===== src/rtl/spi_burst_reader.sv =====
// spi_burst_reader: frames register reads/writes as chip-selected spi_master byte bursts.
// Ports: CLK/RESET_N (sync, active low); REQ* request in, REQ_ACK/BUSY status;
// CS_N/SPI_START/SPI_DATA to spi_master, SPI_BUSY/SPI_NEW_DATA/SPI_RX back;
// RD_DATA/RD_VALID read stream; DONE/ERR completion pulses.
module spi_burst_reader #(
  parameter int MAX_LEN  = 16,
  parameter int LEN_W    = 5,
  parameter int CS_SETUP = 4,
  parameter int CS_HOLD  = 4,
  parameter int TIMEOUT  = 1024
) (
  input  logic             CLK,
  input  logic             RESET_N,
  input  logic             REQ,
  input  logic             REQ_WR,
  input  logic [6:0]       REQ_ADDR,
  input  logic [LEN_W-1:0] REQ_LEN,
  input  logic [7:0]       REQ_WDATA,
  output logic             REQ_ACK,
  output logic             BUSY,
  output logic             CS_N,
  output logic             SPI_START,
  output logic [7:0]       SPI_DATA,
  input  logic             SPI_BUSY,
  input  logic             SPI_NEW_DATA,
  input  logic [7:0]       SPI_RX,
  output logic [7:0]       RD_DATA,
  output logic             RD_VALID,
  output logic             DONE,
  output logic             ERR
);

  localparam int C1    = (CS_SETUP > CS_HOLD) ? CS_SETUP : CS_HOLD;
  localparam int CMAX  = (TIMEOUT > C1) ? TIMEOUT : C1;
  localparam int CNT_W = $clog2(CMAX + 1);

  typedef enum logic [2:0] {
    S_IDLE,
    S_SETUP,
    S_ISSUE,
    S_WAIT,
    S_HOLD
  } state_t;

  state_t             state_q, state_d;
  logic [CNT_W-1:0]   cnt_q, cnt_d;
  logic [LEN_W-1:0]   left_q, left_d;
  logic               wr_q, wr_d;
  logic [6:0]         addr_q, addr_d;
  logic [7:0]         wdata_q, wdata_d;
  logic               first_q, first_d;
  logic               abort_q, abort_d;
  logic               cool_q, cool_d;

  logic               ack_q, ack_d;
  logic               busy_q, busy_d;
  logic               cs_n_q, cs_n_d;
  logic               start_q, start_d;
  logic [7:0]         sdata_q, sdata_d;
  logic [7:0]         rdata_q, rdata_d;
  logic               rvalid_q, rvalid_d;
  logic               done_q, done_d;
  logic               err_q, err_d;

  always_comb begin
    state_d  = state_q;
    cnt_d    = cnt_q;
    left_d   = left_q;
    wr_d     = wr_q;
    addr_d   = addr_q;
    wdata_d  = wdata_q;
    first_d  = first_q;
    abort_d  = abort_q;
    cool_d   = 1'b0;
    ack_d    = 1'b0;
    busy_d   = busy_q;
    cs_n_d   = cs_n_q;
    start_d  = 1'b0;
    sdata_d  = sdata_q;
    rdata_d  = rdata_q;
    rvalid_d = 1'b0;
    done_d   = 1'b0;
    err_d    = 1'b0;

    unique case (state_q)
      S_IDLE: begin
        // cool_q blocks a REQ seen in the same cycle as DONE
        if (REQ && !cool_q) begin
          wr_d    = REQ_WR;
          addr_d  = REQ_ADDR;
          wdata_d = REQ_WDATA;
          if (REQ_WR)
            left_d = LEN_W'(1);
          else if (REQ_LEN > LEN_W'(MAX_LEN))
            left_d = LEN_W'(MAX_LEN);
          else
            left_d = REQ_LEN;
          first_d = 1'b1;
          abort_d = 1'b0;
          cnt_d   = '0;
          ack_d   = 1'b1;
          busy_d  = 1'b1;
          cs_n_d  = 1'b0;
          state_d = S_SETUP;
        end
      end
      S_SETUP: begin
        if (cnt_q == CNT_W'(CS_SETUP - 1)) begin
          cnt_d   = '0;
          state_d = S_ISSUE;
        end else begin
          cnt_d = cnt_q + 1'b1;
        end
      end
      S_ISSUE: begin
        if (!SPI_BUSY) begin
          if (first_q)
            sdata_d = {~wr_q, addr_q};
          else if (wr_q)
            sdata_d = wdata_q;
          else
            sdata_d = 8'h00;
          start_d = 1'b1;
          cnt_d   = '0;
          state_d = S_WAIT;
        end
      end
      S_WAIT: begin
        if (SPI_NEW_DATA) begin
          first_d = 1'b0;
          cnt_d   = '0;
          if (first_q) begin
            state_d = (left_q == '0) ? S_HOLD : S_ISSUE;
          end else begin
            if (!wr_q) begin
              rdata_d  = SPI_RX;
              rvalid_d = 1'b1;
            end
            left_d  = left_q - 1'b1;
            state_d = (left_q == LEN_W'(1)) ? S_HOLD : S_ISSUE;
          end
        end else if (cnt_q == CNT_W'(TIMEOUT - 1)) begin
          err_d   = 1'b1;
          abort_d = 1'b1;
          cnt_d   = '0;
          state_d = S_HOLD;
        end else begin
          cnt_d = cnt_q + 1'b1;
        end
      end
      S_HOLD: begin
        if (cnt_q == CNT_W'(CS_HOLD - 1)) begin
          cnt_d   = '0;
          cs_n_d  = 1'b1;
          busy_d  = 1'b0;
          done_d  = !abort_q;
          cool_d  = 1'b1;
          state_d = S_IDLE;
        end else begin
          cnt_d = cnt_q + 1'b1;
        end
      end
      default: state_d = S_IDLE;
    endcase
  end

  always_ff @(posedge CLK) begin
    if (!RESET_N) begin
      state_q  <= S_IDLE;
      cnt_q    <= '0;
      left_q   <= '0;
      wr_q     <= 1'b0;
      addr_q   <= '0;
      wdata_q  <= '0;
      first_q  <= 1'b0;
      abort_q  <= 1'b0;
      cool_q   <= 1'b0;
      ack_q    <= 1'b0;
      busy_q   <= 1'b0;
      cs_n_q   <= 1'b1;
      start_q  <= 1'b0;
      sdata_q  <= 8'h00;
      rdata_q  <= 8'h00;
      rvalid_q <= 1'b0;
      done_q   <= 1'b0;
      err_q    <= 1'b0;
    end else begin
      state_q  <= state_d;
      cnt_q    <= cnt_d;
      left_q   <= left_d;
      wr_q     <= wr_d;
      addr_q   <= addr_d;
      wdata_q  <= wdata_d;
      first_q  <= first_d;
      abort_q  <= abort_d;
      cool_q   <= cool_d;
      ack_q    <= ack_d;
      busy_q   <= busy_d;
      cs_n_q   <= cs_n_d;
      start_q  <= start_d;
      sdata_q  <= sdata_d;
      rdata_q  <= rdata_d;
      rvalid_q <= rvalid_d;
      done_q   <= done_d;
      err_q    <= err_d;
    end
  end

  assign REQ_ACK   = ack_q;
  assign BUSY      = busy_q;
  assign CS_N      = cs_n_q;
  assign SPI_START = start_q;
  assign SPI_DATA  = sdata_q;
  assign RD_DATA   = rdata_q;
  assign RD_VALID  = rvalid_q;
  assign DONE      = done_q;
  assign ERR       = err_q;

endmodule


===== config.mk =====
export PLATFORM = sky130hd
export DESIGN_NAME = spi_burst_reader
export DESIGN_NICKNAME = d
export VERILOG_FILES = /design/src/rtl/spi_burst_reader.sv
export SDC_FILE = /design/constraint.sdc
export NUM_CORES = 1
export LEC_CHECK = 0
export ABC_CLOCK_PERIOD_IN_PS = 2100
export BUFFER_PORTS_ARGS = -buffer_cell sky130_fd_sc_hd__buf_4
export CORE_MARGIN = 4
export CORE_UTILIZATION = 35
export DETAILED_ROUTE_END_ITERATION = 12
export PLACE_DENSITY = 0.6
export SLEW_MARGIN = 20
export SYNTH_ARGS = -nofsm -noshare
export SYNTH_HDL_FRONTEND = slang
export SYNTH_SLANG_ARGS = --single-unit
export TNS_END_PERCENT = 100

===== constraint.sdc =====
create_clock -name CLK -period 2.1 [get_ports CLK]
set_input_delay 0.315 -clock CLK [delete_from_list [all_inputs] [get_ports CLK]]
set_output_delay 0.315 -clock CLK [all_outputs]
set_load 0.1 [all_outputs]

==> results.py, run 1 <==
metrics = {
    "outcome": {
        "outcome": "complete, no violations",
    },
    "cts": {
        "postCtsHoldBufs": 0,
        "htree_levels": 3,
        "cts_resized": 0,
        "cts_num_sinks": 61,
        "cts_buffer_depth": 2,
        "cts-root-buf": "clkbuf_8",
        "cts_tree": "done",
        "cts_made_buffers": 9,
        "clkTransAtPathRegs_ns": 0.08,
        "clock_latency_ns": 0.35,
        "post_cts_buffers": 0,
    },
    "route": {
        "vias_per_cell": 5.05,
        "drc_errors": 0,
        "drt_iter0_drc": 93,
        "avgRoutedWirePerCell_um": 13.4,
        "ant_nets": 0,
        "num_vias": 2466,
        "routed_wl_um": 6550,
        "first_pass_iters": 5,
    },
    "cells_and_area": {
        "area_growth_pct": 28.1,
        "diodes": 0,
        "post-route-cell-area_um2": 3480,
        "fillCellCount": 749,
        "final_common_cell": "buf_4",
        "final_util_pct": 47.0,
        "num-nets-final": 422,
        "final_cell_mix": "buf_4, dfxtp_1, nand2_1",
        "drive_gt1_share_pct": 25.2,
    },
    "logic_synthesis": {
        "syn_inst": 325,
        "synth_flop_cell": "dfxtp_1",
        "netlist_top_cells_area": "dfxtp_1, nand2_1, nor2_1, a21oi_1, mux2i_1",
        "synth_top_family_by_area": "simple AND/OR/NAND/NOR gates",
        "synthArstFlopShare_pct": 0,
        "synth-seq-cells": 61,
        "synth_top_cell_area_share_pct": 44.9,
        "ys_warn_count": 0,
        "syn_avg_cell_area_um2": 8.37,
        "syn_area_um2": 2720,
        "muxShareOfSynthArea_pct": 4.05,
        "synth_nets": 363,
        "seq_area_frac_synth_pct": 44.9,
        "synth_fa_ha_area_share_pct": 1.84,
        "synthSimpleGateAreaFrac_pct": 24.2,
        "synth_edf_count": 0,
        "synthXorXnorAreaFrac_pct": 0.644,
        "synth_compound_area_share_pct": 19.6,
        "synth.distinct_cells": 49,
        "yosysTopAreaCell": "dfxtp_1",
    },
    "pwr": {
        "seq_power_share_pct": 37.1,
        "switchingPower_uw": 1540,
        "combPwrFrac_pct": 35.7,
        "p_leak_uw": 0.00145,
        "p_per_area_nw_per_um2": 1110,
        "ir_drop_mv": 0.412,
        "p_int_uw": 2330,
        "finalPower_uw": 3880,
        "pwr-share-clk_pct": 27.2,
        "switching_share_pct": 39.8,
    },
    "grt": {
        "antenna_found_initial": 0,
        "grt_max_degree": 55,
        "grt_pass1_wl_um": 11000,
        "grt_pass1_vias": 2448,
        "overflow": 0,
        "grtUsageTotal_pct": 15.4,
    },
    "placement": {
        "place.gp.congestion": 0.846,
        "place_hpwl_um": 4590,
        "portBuffers": 56,
        "placed_cell_area_um2": 3290,
    },
    "setup_path": {
        "end_kind": "flop",
        "path_class": "flop to flop",
        "critical_path.startpoint_type": "flop",
        "worst-endpoint-required_ns": 2.38,
        "cp.arrival_ns": 2.21,
        "crit_fanout": 5,
    },
    "floorplan": {
        "ios": 57,
        "die_width_um": 96.2,
        "start_util_pct": 36.7,
        "die_area_um2": 9250,
        "core_um2": 7410,
        "die_height_um": 96.2,
        "rows": 31,
    },
    "sta": {
        "hold_viol": 0,
        "fmax_ghz": 0.516,
        "setup_viol": 0,
        "fin_skew_ns": 0.00921,
        "fin_crit_sh_pct": 92.3,
        "slew_violations": 0,
        "fin_tns_setup_ns": 0,
        "slew_headroom_pct": 61.5,
        "finalCriticalPeriod_ns": 1.94,
        "hold_slack_ns": 0.202,
        "tightestPinTransition_ns": 0.578,
        "rsz0062_at_grt": "no",
    },
    "run": {
        "maxCapViolCount": 0,
    },
    "hold_path": {
        "hp-class": "input port to flop",
    },
}
-- logic make-up after synthesis --
| family | Yosys count |
|---|---|
| AND/OR/NAND/NOR | 139 |
| AO/OA/AOI/OAI | 79 |
| flip-flops | 61 |
| buffers and inverters | 29 |
| multiplexers | 11 |
| adder cells (fa/ha/maj) | 4 |
| XOR/XNOR | 2 |
-- stage by stage --
stage | instances | setup slack [ns]
after floorplan | 325 | 0.233
after global placement | 472 | 0.223
after detailed placement | 472 | 0.179
after CTS | 488 | 0.155
after global routing | 488 | 0.0330
final | 488 | 0.162
-- layer usage --
layer | vias to the layer above | share of wire (%) | GRT usage, %
met5 | - | 0 | 0
met1 | 1138 | 48 | 19.8
met3 | 13 | 5.7 | 4.22
met2 | 56 | 43 | 23.1
met4 | 0 | 2.4 | 8.41
li1 | 1259 | - | -
-- cell type report --
class	count	area, um2	area share (%)
inverter	6	25.0	0.718
tap	99	124	3.55
multi-input combinational	235	1370	39.3
clock inverter	7	75.1	2.15
sequential	61	1220	35.0
clock buffer	9	124	3.55
timing repair buffer	71	546	15.7
-- cell usage after synthesis (2+ instances only) --
cell and count:
a211oi_1 8, a21o_1 2, a21oi_1 27, a22oi_1 11, a31oi_1 6, and3_1 3
buf_2 8, clkbuf_1 13, dfxtp_1 61, ha_1 4, inv_1 4, mux2i_1 11
nand2_1 51, nand2b_1 6, nand3_1 9, nand3b_1 5, nand4_1 2, nor2_1 41
nor2b_1 4, nor3_1 5, o211ai_1 2, o21ai_0 8, o31ai_1 3, o41ai_1 2
or4_1 4, xor2_1 2
-- flip-flops by register name (all words and copies together), names as in the netlist, 3 cells and up --
signal and count:
state_q 3, cnt_q 11, left_q 5, SPI_DATA 8, RD_DATA 8, addr_q 7
wdata_q 8
-- power groups by stage --
stage / Clock [uW] / Combinational (uW) / Sequential [uW]
after CTS: 1080 / 1390 / 1440
after detailed placement: 0 / 1390 / 1470
after global routing: 1130 / 1520 / 1470
after global placement: 0 / 1370 / 1460
final: 1050 / 1380 / 1440
after floorplan: 0 / 704 / 1790
-- critical path, cell delays in order (launching register included) --
cell     delay [ns]
dfxtp_1        0.38
ha_1           0.24
nand3_1        0.12
buf_4          0.16
or2_2          0.31
or4_1          0.48
a31oi_1        0.18
-- worst paths after layout --
kind | start | endpoint | slack (ns) | cells past startpoint
max | cnt_q[0] | cnt_q[8] | 0.16 | 6
min | SPI_RX[6] | RD_DATA[6] | 0.20 | 3
max reg2reg | cnt_q[0] | cnt_q[8] | 0.16 | 6
min reg2reg | abort_q | DONE | 0.45 | 1
Note: power is estimated with default switching activity, not from simulation.
==> run 2: changes to the inputs <==
--- a/config.mk
+++ b/config.mk
@@ -5,8 +5,10 @@
 export SDC_FILE = /design/constraint.sdc
 export NUM_CORES = 1
 export LEC_CHECK = 0
+export ABC_AREA = 1
 export ABC_CLOCK_PERIOD_IN_PS = 2100
 export BUFFER_PORTS_ARGS = -buffer_cell sky130_fd_sc_hd__buf_4
+export CORE_ASPECT_RATIO = 0.9
 export CORE_MARGIN = 4
 export CORE_UTILIZATION = 35
 export DETAILED_ROUTE_END_ITERATION = 12
==> results.py, run 2 <==
metrics = {
    "outcome": {
        "outcome": "complete, no violations",
    },
    "setup_path": {
        "worst-endpoint-required_ns": 2.33,
        "end_kind": "flop",
        "cp_num_cells": 8,
        "path_class": "flop to flop",
        "cp.arrival_ns": 1.87,
        "path_buf_inv": 0,
        "crit_fanout": 5,
        "path_cells": "ha_1 -> nand2_1 -> nor2_2 -> nand2_2 -> nor2_4 -> o21ai_2 -> o21ai_1 -> nor2_1",
        "cpLargestDelayFamily": "simple AND/OR/NAND/NOR gates",
        "critical_path.startpoint_type": "flop",
        "cp_slowest_cell": "dfxtp_1",
        "critPathCapture": "cnt_q[5]",
        "rr_startpoint": "cnt_q[0]",
        "rr_endpoint": "cnt_q[5]",
        "r2r_setup_slack_ns": 0.46,
        "max_stage_delay_ns": 0.37,
        "crit_path_start": "cnt_q[0]",
        "r2r_cells": 8,
    },
    "sta": {
        "finalCriticalPeriod_ns": 1.64,
        "rsz0062_at_grt": "no",
        "slew_violations": 0,
        "fin_crit_sh_pct": 78.1,
        "fin_tns_setup_ns": 0,
        "hold_viol": 0,
        "setup_viol": 0,
        "tightestPinTransition_ns": 0.547,
        "fin_skew_ns": 0.00888,
        "fmax_ghz": 0.610,
        "slew_headroom_pct": 63.5,
    },
    "pwr": {
        "p_int_uw": 2350,
        "ir_drop_mv": 0.556,
        "switchingPower_uw": 1930,
        "seq_power_share_pct": 35.5,
        "pwr-share-clk_pct": 21.6,
        "p_per_area_nw_per_um2": 1230,
        "p_leak_uw": 0.00153,
        "combPwrFrac_pct": 42.9,
        "switching_share_pct": 45.1,
    },
    "cells_and_area": {
        "diodes": 0,
        "area_growth_pct": 22.5,
        "largest-register": "cnt_q",
        "drive_gt1_share_pct": 21.6,
        "final_common_cell": "nor2_1",
        "num-nets-final": 491,
        "final_cell_mix": "nor2_1, dfxtp_1, buf_4",
        "post-route-cell-area_um2": 3480,
        "largest_register_ffs": 11,
    },
    "cts": {
        "cts_buffer_depth": 2,
        "postCtsHoldBufs": 0,
        "cts_num_sinks": 61,
        "cts_tree": "done",
        "post_cts_buffers": 0,
        "clock_latency_ns": 0.35,
        "htree_levels": 3,
        "cts-root-buf": "clkbuf_8",
        "cts_resized": 0,
        "cts_made_buffers": 9,
        "clkTransAtPathRegs_ns": 0.07,
    },
    "logic_synthesis": {
        "ys_warn_count": 0,
        "syn_avg_cell_area_um2": 7.17,
        "synth_flop_cell": "dfxtp_1",
        "synth.distinct_cells": 34,
        "syn_area_um2": 2850,
        "synth_commonest_cells": "nor2_1, dfxtp_1, inv_1",
        "synth_nets": 435,
        "synth_edf_count": 0,
        "yosysTopAreaCell": "dfxtp_1",
        "synth_top_cell_area_share_pct": 42.9,
        "synthArstFlopShare_pct": 0,
        "syn_inst": 397,
        "yosysMostFrequentCell": "nor2_1",
        "seq_area_frac_synth_pct": 42.9,
        "synth-seq-cells": 61,
        "netlist_top_cells_area": "dfxtp_1, nor2_1, inv_1, nand2_1, o21ai_0",
    },
    "route": {
        "drt_iter0_drc": 103,
        "ant_nets": 0,
        "vias_per_cell": 4.61,
        "avgRoutedWirePerCell_um": 11.9,
        "num_vias": 2555,
        "drc_errors": 0,
        "first_pass_iters": 4,
        "routed_wl_um": 6570,
    },
    "floorplan": {
        "start_util_pct": 36.8,
        "die_height_um": 93.5,
        "die_area_um2": 9640,
        "ios": 57,
        "core_um2": 7730,
        "rows": 30,
        "die_width_um": 103,
    },
    "run": {
        "maxCapViolCount": 0,
    },
    "grt": {
        "grt_pass1_vias": 2389,
        "grt_pass1_wl_um": 11100,
        "grt.met1_usage_pct": 20.3,
        "grtUsageTotal_pct": 14.7,
        "grt_use_met2_pct": 21.2,
        "grtUsageMet3_pct": 5.59,
        "busiest_layer": "met2",
        "overflow": 0,
        "grt_max_degree": 33,
        "antenna_found_initial": 0,
    },
    "placement": {
        "portBuffers": 56,
        "placed_cell_area_um2": 3310,
        "place.gp.congestion": 0.803,
        "place_hpwl_um": 4750,
    },
    "hold_path": {
        "hp-class": "input port to flop",
    },
}
## run 2: logic make-up (layout without fill, tap and decap cells)
| kind of cell | Yosys count | after routing | share of synthesized area, % |
|---|---|---|---|
| simple gates | 163 | 163 | 25.6 |
| buf+inv | 72 | 133 | 11.0 |
| compound gates | 94 | 94 | 17.8 |
| fa+ha+maj | 4 | 4 | 1.76 |
| xor+xnor | 3 | 3 | 0.924 |
| flops | 61 | 61 | 42.9 |
## run 2: worst min-delay path by stage
stage               cells after the start    endpoint  slack, ns         start
finish                                  3  wdata_q[7]       0.20  REQ_WDATA[7]
global route                            3  wdata_q[7]       0.19  REQ_WDATA[7]
CTS                                     3  wdata_q[7]       0.18  REQ_WDATA[7]
detailed placement                      1        DONE       0.41       abort_q
global placement                        1        DONE       0.41       abort_q
floorplan                               1        DONE       0.40       abort_q
## run 2: area by class of cell
| type | count | area (um2) |
|---|---|---|
| inverter | 59 | 221 |
| fill | 808 | 4250 |
| multi-input combinational | 264 | 1310 |
| clock buffer | 9 | 124 |
| clock inverter | 7 | 51.3 |
| tap | 96 | 120 |
| sequential | 61 | 1220 |
| timing repair buffer | 58 | 435 |
## run 2: worst register-to-register path, delay by kind of cell, from the launching register on
| kind | cells | cell delay (ns) |
|---|---|---|
| AND/OR/NAND/NOR | 5 | 0.56 |
| flip-flops | 1 | 0.37 |
| AO/OA/AOI/OAI | 2 | 0.36 |
| adder cells (fa/ha/maj) | 1 | 0.24 |
## run 2: power groups by stage
| stage | registers [uW] | logic (uW) | clock network (uW) |
|---|---|---|---|
| after floorplan | 1890 | 1180 | 0 |
| after global placement | 1540 | 1830 | 0 |
| after detailed placement | 1550 | 1850 | 0 |
| after CTS | 1520 | 1860 | 964 |
| after global routing | 1550 | 2080 | 1020 |
| final | 1520 | 1840 | 926 |
## run 2: per-layer routing
metal	up-vias	routed length, um
met4	0	49
met2	60	2780
met5	-	0
met1	1109	3340
li1	1381	-
met3	5	399
## run 2: through the flow
step / hold WS, ns / utilization, % / setup WS, ns / instances / total power [uW]
after floorplan: 0.400 / - / 0.656 / 397 / 3070
after global placement: 0.410 / 42.8 / 0.482 / 538 / 3370
after detailed placement: 0.410 / 42.8 / 0.439 / 538 / 3400
after CTS: 0.183 / 45.1 / 0.430 / 554 / 4340
after global routing: 0.193 / 45.1 / 0.230 / 554 / 4650
final: 0.198 / 45.1 / 0.460 / 554 / 4290
==> run 3: changes to the inputs <==
--- a/config.mk
+++ b/config.mk
@@ -6,7 +6,7 @@
 export NUM_CORES = 1
 export LEC_CHECK = 0
 export ABC_AREA = 1
-export ABC_CLOCK_PERIOD_IN_PS = 2100
+export ABC_CLOCK_PERIOD_IN_PS = 1700
 export BUFFER_PORTS_ARGS = -buffer_cell sky130_fd_sc_hd__buf_4
 export CORE_ASPECT_RATIO = 0.9
 export CORE_MARGIN = 4
==> constraint.sdc (replaced) <==
create_clock -name CLK -period 1.7 [get_ports CLK]
set_input_delay 0.255 -clock CLK [delete_from_list [all_inputs] [get_ports CLK]]
set_output_delay 0.255 -clock CLK [all_outputs]
set_load 0.1 [all_outputs]
==> results.py, run 3 (synthesis results as in run 2) <==
metrics = {
    "outcome": {
        "outcome": "complete, no violations",
    },
    "cts": {
        "clock_latency_ns": 0.35,
        "postCtsHoldBufs": 0,
        "cts_buffer_depth": 2,
        "clkTransAtPathRegs_ns": 0.07,
        "cts-root-buf": "clkbuf_8",
        "cts_tree": "done",
        "htree_levels": 3,
        "cts_num_sinks": 61,
        "cts_made_buffers": 9,
        "post_cts_buffers": 0,
        "cts_resized": 0,
    },
    "grt": {
        "grt_pass1_vias": 2302,
        "antenna_found_initial": 0,
        "grt_max_degree": 46,
        "grt_pass1_wl_um": 10600,
        "grtUsageTotal_pct": 14.0,
        "overflow": 0,
    },
    "placement": {
        "place_hpwl_um": 4610,
        "place.gp.congestion": 0.852,
        "portBuffers": 56,
    },
    "route": {
        "drt_iter0_drc": 110,
        "vias_per_cell": 4.66,
        "num_vias": 2586,
        "drc_errors": 0,
        "ant_nets": 0,
        "first_pass_iters": 4,
        "routed_wl_um": 6370,
        "avgRoutedWirePerCell_um": 11.5,
    },
    "cells_and_area": {
        "diodes": 0,
        "area_growth_pct": 24.6,
        "final_common_cell": "nor2_1",
        "final_cell_mix": "nor2_1, dfxtp_1, buf_4",
        "drive_gt1_share_pct": 23.3,
        "fillCellCount": 803,
        "seq_area_um2": 1220,
        "largest-register": "cnt_q",
        "largest_register_ffs": 11,
        "multiInputGateArea_um2": 1340,
        "final_util_pct": 45.9,
        "num-nets-final": 492,
    },
    "setup_path": {
        "worst-endpoint-required_ns": 1.94,
        "cp.arrival_ns": 1.77,
        "end_kind": "flop",
        "max_stage_delay_ns": 0.43,
        "path_cells": "inv_2 -> nand2_2 -> nor2_2 -> nand2_4 -> nand3b_2 -> nor2_2 -> nand3_1 -> nand2_1 -> nor2_1",
        "path_buf_inv": 1,
        "cp_slowest_cell": "dfxtp_1",
        "critical_path.startpoint_type": "flop",
        "cp_num_cells": 9,
        "cpMostUsedCell": "nor2_2",
        "r2r_cells": 9,
        "crit_fanout": 11,
        "path_class": "flop to flop",
        "cpLargestDelayFamily": "simple AND/OR/NAND/NOR gates",
    },
    "sta": {
        "fin_skew_ns": 0.00980,
        "slew_headroom_pct": 68.3,
        "finalCriticalPeriod_ns": 1.54,
        "fmax_ghz": 0.651,
        "tightestPinTransition_ns": 0.475,
        "setup_viol": 0,
        "slew_violations": 0,
        "fin_tns_setup_ns": 0,
        "fin_crit_sh_pct": 90.4,
        "rsz0062_at_grt": "no",
        "hold_viol": 0,
    },
    "floorplan": {
        "ios": 57,
        "die_width_um": 103,
        "die_height_um": 93.5,
        "rows": 30,
        "start_util_pct": 36.8,
        "die_area_um2": 9640,
        "core_um2": 7730,
    },
    "run": {
        "maxCapViolCount": 0,
    },
    "hold_path": {
        "hp-class": "input port to flop",
        "holdPathStages": 3,
    },
    "pwr": {
        "p_per_area_nw_per_um2": 1550,
        "p_leak_uw": 0.00155,
        "finalPower_uw": 5490,
        "ir_drop_mv": 0.624,
    },
}
[run 3: stage by stage]
| stage | area, um2 | std cells | hold WS, ns | setup slack, ns |
|---|---|---|---|---|
| CTS | 3510 | 555 | 0.117 | 0.0509 |
| floorplan | 2850 | 397 | 0.390 | 0.256 |
| global route | 3550 | 555 | 0.123 | 0.00360 |
| global placement | 3320 | 539 | 0.420 | 0.100 |
| finish | 3550 | 555 | 0.138 | 0.163 |
| detailed placement | 3320 | 539 | 0.419 | 0.0552 |
[run 3: path summary, 6_finish.rpt]
kind                     start         end  slack [ns]
setup / recovery    state_q[2]   cnt_q[10]        0.16
hold reg to reg        abort_q        DONE        0.43
hold / removal    REQ_WDATA[7]  wdata_q[7]        0.14
setup reg to reg    state_q[2]   cnt_q[10]        0.16
[run 3: layer usage]
metal / part of all wire, % / routed length, um / GRT usage [%]
met5: 0 / 0 / 0
met4: 0.75 / 48 / 4.85
met3: 6.4 / 409 / 5.82
met2: 43 / 2720 / 20.2
met1: 50 / 3190 / 18.5
[run 3: area by class of cell]
cell class	instances	area share [%]
clock buffers	9	3.49
clock inverters	7	2.08
inverters	59	6.32
multi-input cells	264	37.7
flip-flops and latches	61	34.5
well taps	96	3.39
repair buffers	59	12.5
[run 3: power by group]
group	switching (uW)	leakage, uW	internal [uW]
clock	605	0.000100	683
sequential	173	0.000499	1720
combinational	1620	0.000951	688
[run 3: worst min-delay path, delay by kind of cell]
kind	cells	cell delay, ns
buffers and inverters	1	0.08
AND/OR/NAND/NOR	2	0.11
